File: config.mk
export PLATFORM = sky130hd
export DESIGN_NAME = weight_fetch_unit
export DESIGN_NICKNAME = d
export VERILOG_FILES = /design/src/rtl/weight_fetch_pkg.sv /design/src/rtl/sync_fifo.sv /design/src/rtl/weight_fetch_unit.sv
export SDC_FILE = /design/constraint.sdc
export NUM_CORES = 1
export LEC_CHECK = 0
export ABC_AREA = 1
export BUFFER_PORTS_ARGS = -buffer_cell sky130_fd_sc_hd__buf_2
export CORE_MARGIN = 3
export CORE_UTILIZATION = 35
export CTS_CLUSTER_DIAMETER = 120
export CTS_CLUSTER_SIZE = 25
export DETAILED_ROUTE_END_ITERATION = 10
export HOLD_SLACK_MARGIN = 0.1
export PLACE_DENSITY_LB_ADDON = 0.2
export SKIP_LAST_GASP = 1
export SYNTH_ARGS = -nofsm -noshare
export SYNTH_HDL_FRONTEND = slang
export SYNTH_HIERARCHICAL = 1
export SYNTH_SLANG_ARGS = --single-unit
File: constraint.sdc
create_clock -name clk -period 2.5 [get_ports clk]
set_input_delay 0.375 -clock clk [delete_from_list [all_inputs] [get_ports clk]]
set_output_delay 0.375 -clock clk [all_outputs]
set_load 0.01 [all_outputs]
File: src/rtl/weight_fetch_pkg.sv
// rtl/weight_fetch_pkg.sv - shared constants and state type for the weight fetch unit
package weight_fetch_pkg;

  localparam int WEIGHT_WORDS = 81920;
  localparam int BANK_WORDS   = 16384;
  localparam int WEIGHT_AW    = 17;

  typedef enum logic [1:0] {
    IDLE  = 2'd0,
    FETCH = 2'd1,
    DRAIN = 2'd2
  } state_t;

endpackage

File: src/rtl/sync_fifo.sv
// rtl/sync_fifo.sv - single-clock FIFO with synchronous flush and occupancy count
module sync_fifo #(
  parameter int DEPTH = 4,
  parameter int WIDTH = 18
) (
  input  logic                       clk,
  input  logic                       rst_n,
  input  logic                       i_clr,
  input  logic                       i_push,
  input  logic [WIDTH-1:0]           i_wr_data,
  input  logic                       i_pop,
  output logic [WIDTH-1:0]           o_rd_data,
  output logic                       o_full,
  output logic                       o_empty,
  output logic [$clog2(DEPTH+1)-1:0] o_count
);

  localparam int PW = (DEPTH > 1) ? $clog2(DEPTH) : 1;
  localparam int CW = $clog2(DEPTH + 1);

  logic [WIDTH-1:0] r_mem [DEPTH];
  logic [PW-1:0]    r_wr_ptr;
  logic [PW-1:0]    r_rd_ptr;
  logic [CW-1:0]    r_count;
  logic             w_do_push;
  logic             w_do_pop;

  function automatic logic [PW-1:0] f_next(input logic [PW-1:0] p);
    return (p == PW'(DEPTH - 1)) ? '0 : p + 1'b1;
  endfunction

  assign o_full    = (r_count == CW'(DEPTH));
  assign o_empty   = (r_count == '0);
  assign o_count   = r_count;
  assign o_rd_data = r_mem[r_rd_ptr];

  // A full FIFO may still accept a push when the head leaves in the same cycle.
  assign w_do_pop  = i_pop && !o_empty;
  assign w_do_push = i_push && (!o_full || w_do_pop);

  always_ff @(posedge clk or negedge rst_n) begin
    if (!rst_n) begin
      r_wr_ptr <= '0;
      r_rd_ptr <= '0;
      r_count  <= '0;
    end else if (i_clr) begin
      r_wr_ptr <= '0;
      r_rd_ptr <= '0;
      r_count  <= '0;
    end else begin
      if (w_do_push) r_wr_ptr <= f_next(r_wr_ptr);
      if (w_do_pop)  r_rd_ptr <= f_next(r_rd_ptr);
      case ({w_do_push, w_do_pop})
        2'b10:   r_count <= r_count + 1'b1;
        2'b01:   r_count <= r_count - 1'b1;
        default: r_count <= r_count;
      endcase
    end
  end

  always_ff @(posedge clk) begin
    if (w_do_push && !i_clr) r_mem[r_wr_ptr] <= i_wr_data;
  end

  a_no_overflow: assert property (@(posedge clk) disable iff (!rst_n)
    !(i_push && o_full && !i_pop && !i_clr));

endmodule

File: src/rtl/weight_fetch_unit.sv
// rtl/weight_fetch_unit.sv - weight SRAM read sequencer feeding the PE-array loader stream
module weight_fetch_unit
  import weight_fetch_pkg::*;
#(
  parameter int DEPTH = 4,
  parameter int AW    = WEIGHT_AW,
  parameter int WORDS = WEIGHT_WORDS
) (
  input  logic          clk,
  input  logic          rst_n,
  input  logic          start,
  input  logic [AW-1:0] base_addr,
  input  logic [AW:0]   len,
  input  logic          abort,
  output logic          busy,
  output logic          done,
  output logic          err,
  output logic          mem_cs,
  output logic          mem_oe,
  output logic          mem_W_req,
  output logic [31:0]   mem_addr,
  output logic [31:0]   mem_W_data,
  input  logic [31:0]   mem_R_data,
  output logic          w_valid,
  input  logic          w_ready,
  output logic [17:0]   w_data
);

  localparam int CW = $clog2(DEPTH + 1);

  state_t        r_state;
  state_t        w_state_nxt;
  logic [AW-1:0] r_rd_ptr;
  logic [AW-1:0] w_rd_ptr_nxt;
  logic [AW:0]   r_remaining;
  logic [AW:0]   w_remaining_nxt;
  logic          r_inflight;
  logic          r_done;
  logic          r_err;
  logic          w_done_nxt;
  logic          w_err_nxt;

  logic          w_issue;
  logic          w_push;
  logic          w_pop;
  logic          w_full;
  logic          w_empty;
  logic [CW-1:0] w_count;
  logic [CW:0]   w_credit_used;
  logic [AW+1:0] w_end_addr;
  logic          w_unused_rdata;

  assign w_end_addr    = {2'b00, base_addr} + {1'b0, len};
  assign w_credit_used = {1'b0, w_count} + {{CW{1'b0}}, r_inflight};

  // Slots already holding data plus the read in flight must leave room for the next word.
  assign w_issue = (r_state == FETCH) && (w_credit_used < (CW + 1)'(DEPTH));

  assign w_push  = r_inflight;
  assign w_pop   = !w_empty && w_ready;

  sync_fifo #(
    .DEPTH (DEPTH),
    .WIDTH (18)
  ) u_fifo (
    .clk       (clk),
    .rst_n     (rst_n),
    .i_clr     (abort),
    .i_push    (w_push),
    .i_wr_data (mem_R_data[17:0]),
    .i_pop     (w_pop),
    .o_rd_data (w_data),
    .o_full    (w_full),
    .o_empty   (w_empty),
    .o_count   (w_count)
  );

  assign w_unused_rdata = ^{mem_R_data[31:18], w_full};

  always_comb begin
    w_state_nxt     = r_state;
    w_rd_ptr_nxt    = r_rd_ptr;
    w_remaining_nxt = r_remaining;
    w_done_nxt      = 1'b0;
    w_err_nxt       = 1'b0;
    if (abort) begin
      w_state_nxt = IDLE;
    end else begin
      case (r_state)
        IDLE: begin
          if (start) begin
            if (len == '0) begin
              w_done_nxt = 1'b1;
            end else if (w_end_addr > (AW + 2)'(WORDS)) begin
              w_err_nxt = 1'b1;
            end else begin
              w_rd_ptr_nxt    = base_addr;
              w_remaining_nxt = len;
              w_state_nxt     = FETCH;
            end
          end
        end
        FETCH: begin
          if (w_issue) begin
            w_rd_ptr_nxt    = r_rd_ptr + 1'b1;
            w_remaining_nxt = r_remaining - 1'b1;
            if (r_remaining == (AW + 1)'(1)) w_state_nxt = DRAIN;
          end
        end
        DRAIN: begin
          // Last word leaves when nothing is in flight and it is the only one buffered.
          if (!r_inflight && (w_count == CW'(1)) && w_pop) begin
            w_state_nxt = IDLE;
            w_done_nxt  = 1'b1;
          end
        end
        default: w_state_nxt = IDLE;
      endcase
    end
  end

  always_ff @(posedge clk or negedge rst_n) begin
    if (!rst_n) begin
      r_state     <= IDLE;
      r_rd_ptr    <= '0;
      r_remaining <= '0;
      r_inflight  <= 1'b0;
      r_done      <= 1'b0;
      r_err       <= 1'b0;
    end else begin
      r_state     <= w_state_nxt;
      r_rd_ptr    <= w_rd_ptr_nxt;
      r_remaining <= w_remaining_nxt;
      // Dropping the flag on abort discards the word returning next cycle.
      r_inflight  <= w_issue && !abort;
      r_done      <= w_done_nxt;
      r_err       <= w_err_nxt;
    end
  end

  assign busy       = (r_state != IDLE);
  assign done       = r_done;
  assign err        = r_err;
  assign mem_cs     = w_issue;
  assign mem_oe     = busy || r_inflight;
  assign mem_W_req  = 1'b1;
  assign mem_addr   = w_issue ? {{(32 - AW){1'b0}}, r_rd_ptr} : 32'd0;
  assign mem_W_data = 32'd0;
  assign w_valid    = !w_empty;

endmodule

==> results of run 1 <==
## cells in the final DEF, fill, tap and decap left out, types with 19 or more instances in the layout
| master | netlist | final |
|---|---|---|
| conb_1 | 2 | 48 |
| nor2_1 | 115 | 112 |
| dfrtp_1 | 47 | 46 |
| ha_1 | 25 | 25 |
| inv_1 | 108 | 107 |
| a21oi_1 | 20 | 20 |
| buf_2 | 7 | 99 |
| o22ai_1 | 19 | 19 |
| nand2_1 | 238 | 238 |
| o21ai_0 | 59 | 59 |
| clkbuf_16 | 0 | 19 |
| buf_4 | 54 | 69 |
| edfxtp_1 | 72 | 72 |
| nand3_1 | 89 | 89 |
## path summary, 6_finish.rpt
| path | slack, ns | depth (start not counted) | end |
|---|---|---|---|
| setup / recovery | 0.12 | 7 | mem_addr[14] |
| hold / removal | 0.18 | 1 | u_fifo/r_mem[3][17] |
| setup reg to reg | 0.33 | 15 | u_fifo/o_count[2] |
| hold reg to reg | 0.48 | 2 | r_rd_ptr[16] |
| max in group asynchronous | 1.43 | 3 | r_state[0] |
| min in group asynchronous | 0.46 | 2 | r_remaining[14] |
## metal layers
| layer | vias up | part of all wire [%] | GRT usage [%] |
|---|---|---|---|
| li1 | 3524 | - | - |
| met1 | 3119 | 44 | 23.2 |
| met2 | 196 | 49 | 29.0 |
| met3 | 20 | 5.5 | 3.13 |
| met4 | 0 | 1.2 | 4.04 |
| met5 | - | 0 | 0 |
## power by group through the flow
| stage | registers, uW | clock network (uW) | logic, uW |
|---|---|---|---|
| after floorplan | 2730 | 0 | 2100 |
| after global placement | 2840 | 0 | 2820 |
| after detailed placement | 2830 | 0 | 2860 |
| after CTS | 2800 | 2730 | 2870 |
| after global routing | 2870 | 2820 | 3430 |
| final | 2810 | 2670 | 3030 |
## through the flow
step	hold slack [ns]	util [%]	area (sq um)	cells
final	0.176	44.8	9570	1449
after global routing	0.161	44.8	9570	1449
after CTS	0.156	44.1	9420	1439
after detailed placement	0.348	41.1	8770	1406
after global placement	0.348	41.1	8770	1406
after floorplan	0.0794	-	7910	1042
## final cells by class
class / instances / area [sq um] / share of cell area [%]
clock buffer: 17 / 425 / 4.45
clock inverter: 15 / 214 / 2.24
inverter: 117 / 445 / 4.66
multi-input combinational: 732 / 3660 / 38.2
sequential: 119 / 3340 / 34.9
tap: 275 / 344 / 3.60
timing repair buffer: 174 / 1140 / 11.9
## logic make-up (layout without fill, tap and decap cells)
logic type,count (synthesis),count (layout),share of synthesized area (%)
AND/OR/NAND/NOR,517,519,29.7
buffers and inverters,193,323,12.5
AO/OA/AOI/OAI,131,131,9.31
flip-flops,119,119,43.1
adder cells (fa/ha/maj),27,27,4.56
XOR/XNOR,7,7,0.792
other,2,48,0.0970
## timing repair
item / 4_1_cts / 5_1_grt
hold buffers: 1 / 0
hold endpoints to repair: 17 / 0
endpoints found under the setup margin: 0 / 41
setup buffers: 0 / 6
gates resized for setup: 0 / 8
## critical path, cell delays in order, from the launching register on
cell and delay (ns):
dfrtp_1 0.47, nand3_1 0.12, nand2_1 0.16, nor2_4 0.16, clkinvlp_4 0.12, buf_2 0.18, nor2_1 0.20, buf_2 0.18
## flip-flops by register name, indices dropped and copies added, names as in the netlist
| signal | flops |
|---|---|
| u_fifo/r_mem | 72 |
| r_remaining | 18 |
| r_rd_ptr | 17 |
| u_fifo/o_count | 3 |
| r_state | 2 |
| u_fifo/r_rd_ptr | 2 |
| u_fifo/r_wr_ptr | 2 |
| done | 1 |
| err | 1 |
| r_inflight | 1 |
==> metrics.md, run 1 <==
| Metric | Value |
|---|---|
| Initial antenna violation count | 0 |
| Arr. time, crit path | 2.01 ns |
| Hold Path Class | in -> reg |
| Max Clock Freq | 420 MHz |
| Seq pwr share | 33.0% |
| Number of port buffers | 98 |
| Critical Path Source Type | register |
| Final wirelength | 21400 microns |
| CORE AREA | 21400 sq um |
| VDD IR max | 0.501 mV |
| Worst path required time | 2.12 ns |
| Worst Path Max Fanout | 6 |
| Post-synth cell types | 45 |
| Pre-CTS setup slack | -0.292 ns |
| First-pass GRT wire length | 33300 microns |
| Pwr dens | 890 nW/um^2 |
| Area Overhead vs Synth | 23.6% |
| Clock power frac | 31.3% |
| Final net count | 1260 |
| Count of pins over their slew limit | 0 |
| Max_slew headroom | 55.6% |
| Largest cells by area after synthesis | edfxtp_1, dfrtp_1, nand2_1 |
| Vias per inst | 4.73 |
| Residual DRC | 0 |
| Post-layout worst setup margin | 0.117 ns |
| Root buffer cell | clkbuf_16 |
| Vert. Die Dim | 155 microns |
| Pin count of the biggest net entering global routing | 41 |
| Worst r2r src | u_fifo/o_count[0] |
| Endpoint class of the critical path | primary output |
| Clock sinks | 119 |
| GRT overflow | 0 |
| Clock skew | 0.00830 ns |
| Final Hold Fails | 0 |
| Proportion of layout cells with a drive suffix above 1 | 22.3% |
| Vias | 6859 |
| Pre-antenna DRT Iters | 6 |
| Antenna cell count | 0 |
| CTS tree | built |
| Post-route minimum period | 2.38 ns |
| Gp weighted congestion | 0.903 |
| Syn Inst Count | 996 |
| Most common cell in the netlist | nand2_1 |
| Worst skew pair latency | 0.41 ns |
| Internal power | 5240 uW |
| Combinational Power Share | 35.6% |
| Full die area | 23900 sq um |
| Synth Flop Type | edfxtp_1 |
| Hold Crit Start | mem_R_data[17] |
| Crit path from | u_fifo/o_count[0] |
| DR iter-0 viols | 370 |
| Setup TNS | 0 ns |
| Power, Total | 8510 uW |
| Initial Utilization | 36.3% |
| P_leak | 0.00465 uW |
| WL/cell | 14.8 microns |
| Psw | 3270 uW |
| RSZ-0062 raised after global routing | yes |
| Top cells by count, synth | nand2_1, nor2_1, inv_1 |
| I/O pin total | 161 |
| Post-synth ARST share | 39.5% |
| Final setup fails | 0 |
| Status | completed |
| #FFs+latches synth | 119 |
| Sequential share of the synthesized area | 43.1% |
| Reg clk slew, reported paths | 0.06 ns |
| Crit Path Class | reg -> out |
| Synth Cell Area | 7740 sq um |
| Number of cell rows | 53 |
| Gr usage total | 17.3% |
| Number of CTS-inserted buffers | 17 |
| Clock Path Buffers | 2 |
| Leading area contributor after synthesis | edfxtp_1 |
| Die Wd | 155 microns |
| Routed Antenna Nets | 0 |
| Max-Cap Viols | 0 |
| Number of fill cells | 2177 |
| Switch share | 38.4% |
| Final Cycle Share | 95.3% |
| Yosys warnings | 6 |
| Number of flops mapped to enable cells by yosys | 72 |
| Worst Tran Pin Value | 0.661 ns |
| Avg Inst Size Synth | 7.77 sq um |
| CTS H-Tree Depth | 4 |
| Share of the synthesized area in the top cell type | 27.9% |
| HPWL Detailed | 15200 microns |
| Vias in the first global route | 6478 |
(Power assumes the default switching activity.)
==> run 2: changes to the inputs <==
Clock period 2.5 ns to 3 ns, I/O delays scaled along.
==> metrics.md, run 2 (synthesis results as in run 1) <==
| Metric | Value |
|---|---|
| Number of cell rows | 53 |
| I/O pin total | 161 |
| GRT overflow | 0 |
| Final net count | 1204 |
| CTS H-Tree Depth | 4 |
| Worst Path Max Fanout | 16 |
| Setup repair bufs after CTS | 0 |
| Final setup fails | 0 |
| Full die area | 23900 sq um |
| VDD IR max | 0.386 mV |
| Proportion of layout cells with a drive suffix above 1 | 18.0% |
| Biggest register | u_fifo/r_mem |
| Final wirelength | 20400 microns |
| Reg clk slew, reported paths | 0.06 ns |
| Largest regs | u_fifo/r_mem: 72 flops, r_remaining: 18 flops, r_rd_ptr: 17 flops |
| P_leak | 0.00433 uW |
| Residual DRC | 0 |
| Initial Utilization | 36.3% |
| Pre-antenna DRT Iters | 5 |
| Arr. time, crit path | 2.04 ns |
| Number of CTS-inserted buffers | 17 |
| Root buffer cell | clkbuf_16 |
| Worst skew pair latency | 0.42 ns |
| Gr usage total | 17.0% |
| Post-route minimum period | 2.49 ns |
| Routed Antenna Nets | 0 |
| Final Util | 42.1% |
| Clock Path Buffers | 2 |
| Critical Path Source Type | register |
| Max_slew headroom | 57.8% |
| CTS tree | built |
| Gp weighted congestion | 0.901 |
| Endpoint class of the critical path | primary output |
| Antenna cell count | 0 |
| Final Cycle Share | 82.9% |
| Setup TNS | 0 ns |
| Die Wd | 155 microns |
| RSZ-0062 raised after global routing | no |
| WL/cell | 14.6 microns |
| Pin count of the biggest net entering global routing | 41 |
| Commonest non-fill, non-tap cells in the layout | nand2_1, nor2_1, inv_1 |
| Final Hold Fails | 0 |
| Crit path largest cell delay | 0.47 ns |
| Max Clock Freq | 402 MHz |
| Largest register FFs | 72 |
| Hold Path Class | in -> reg |
| Vias in the first global route | 6325 |
| Cell mode on critical path | nor2_1 |
| Worst path required time | 2.55 ns |
| Pwr dens | 736 nW/um^2 |
| First-pass GRT wire length | 32300 microns |
| Vias | 6632 |
| Slowest cell on the critical path | dfrtp_1 |
| Most common cell after layout, fill and taps aside | nand2_1 |
| Number of port buffers | 98 |
| Vert. Die Dim | 155 microns |
| Initial antenna violation count | 0 |
| Clock skew | 0.00983 ns |
| Status | completed |
| Clock sinks | 119 |
| Worst Tran Pin Value | 0.627 ns |
| Area Overhead vs Synth | 16.1% |
| Max-Cap Viols | 0 |
| Cell chain of the critical path | nand3_1, nand2_1, nor2_1, inv_1, nor2_1, buf_2 |
| CTS resizes | 0 |
| Vias per inst | 4.76 |
| Count of pins over their slew limit | 0 |
| Crit Path Class | reg -> out |
| DR iter-0 viols | 397 |
| CORE AREA | 21400 sq um |
| HPWL Detailed | 15000 microns |
## run 2: worst max-delay path, delay by kind of cell, from the launching register on
family / cells / cell delay, ns
and+or+nand+nor: 4 / 0.68
DFF: 1 / 0.47
buffers and inverters: 2 / 0.46
## run 2: through the flow
step / instances / hold WS, ns / cell area, sq um / setup slack [ns] / power, uW
after floorplan: 1042 / 0.154 / 7910 / 0.575 / 4030
after global placement: 1360 / 0.455 / 8400 / 0.117 / 4650
after detailed placement: 1360 / 0.451 / 8400 / 0.120 / 4680
after CTS: 1393 / 0.225 / 8980 / 0.422 / 6690
after global routing: 1393 / 0.230 / 8980 / 0.278 / 7130
final: 1393 / 0.250 / 8980 / 0.513 / 6610
## run 2: path summary, 6_finish.rpt
path	startpoint	end	slack, ns	depth (start not counted)
worst min-delay path	mem_R_data[17]	u_fifo/r_mem[3][17]	0.25	1
worst max-delay path	u_fifo/o_count[0]	mem_addr[12]	0.51	6
worst min register to register	r_rd_ptr[16]	r_rd_ptr[16]	0.47	2
worst max register to register	u_fifo/o_count[0]	u_fifo/r_mem[3][7]	0.66	13
min in group asynchronous	rst_n	r_remaining[11]	0.53	2
max in group asynchronous	rst_n	r_inflight	1.85	3
## run 2: power by group
group          internal, uW  switching [uW]  leakage, uW
combinational           800            1510      0.00280
clock                  1110             870     0.000279
sequential             2020             314      0.00125
total                  3920            2690      0.00433
## run 2: repair_timing
item	in CTS	in global routing
endpoints found under the setup margin	0	0
hold endpoints to repair	19	0
hold buffers	1	0
## run 2: routing by layer
metal | vias up | global-route usage (%) | routed length, microns
met4 | 0 | 4.63 | 241
met5 | - | 0 | 0
met2 | 181 | 28.5 | 9980
li1 | 3397 | - | -
met1 | 3036 | 22.3 | 9200
met3 | 18 | 3.39 | 935
## run 2: layout make-up
type | instances | area (sq um)
clock inverters | 15 | 151
flip-flops and latches | 119 | 3340
multi-input cells | 730 | 3610
well taps | 275 | 344
repair buffers | 120 | 671
fillers | 2185 | 12400
inverters | 117 | 442
clock buffers | 17 | 425
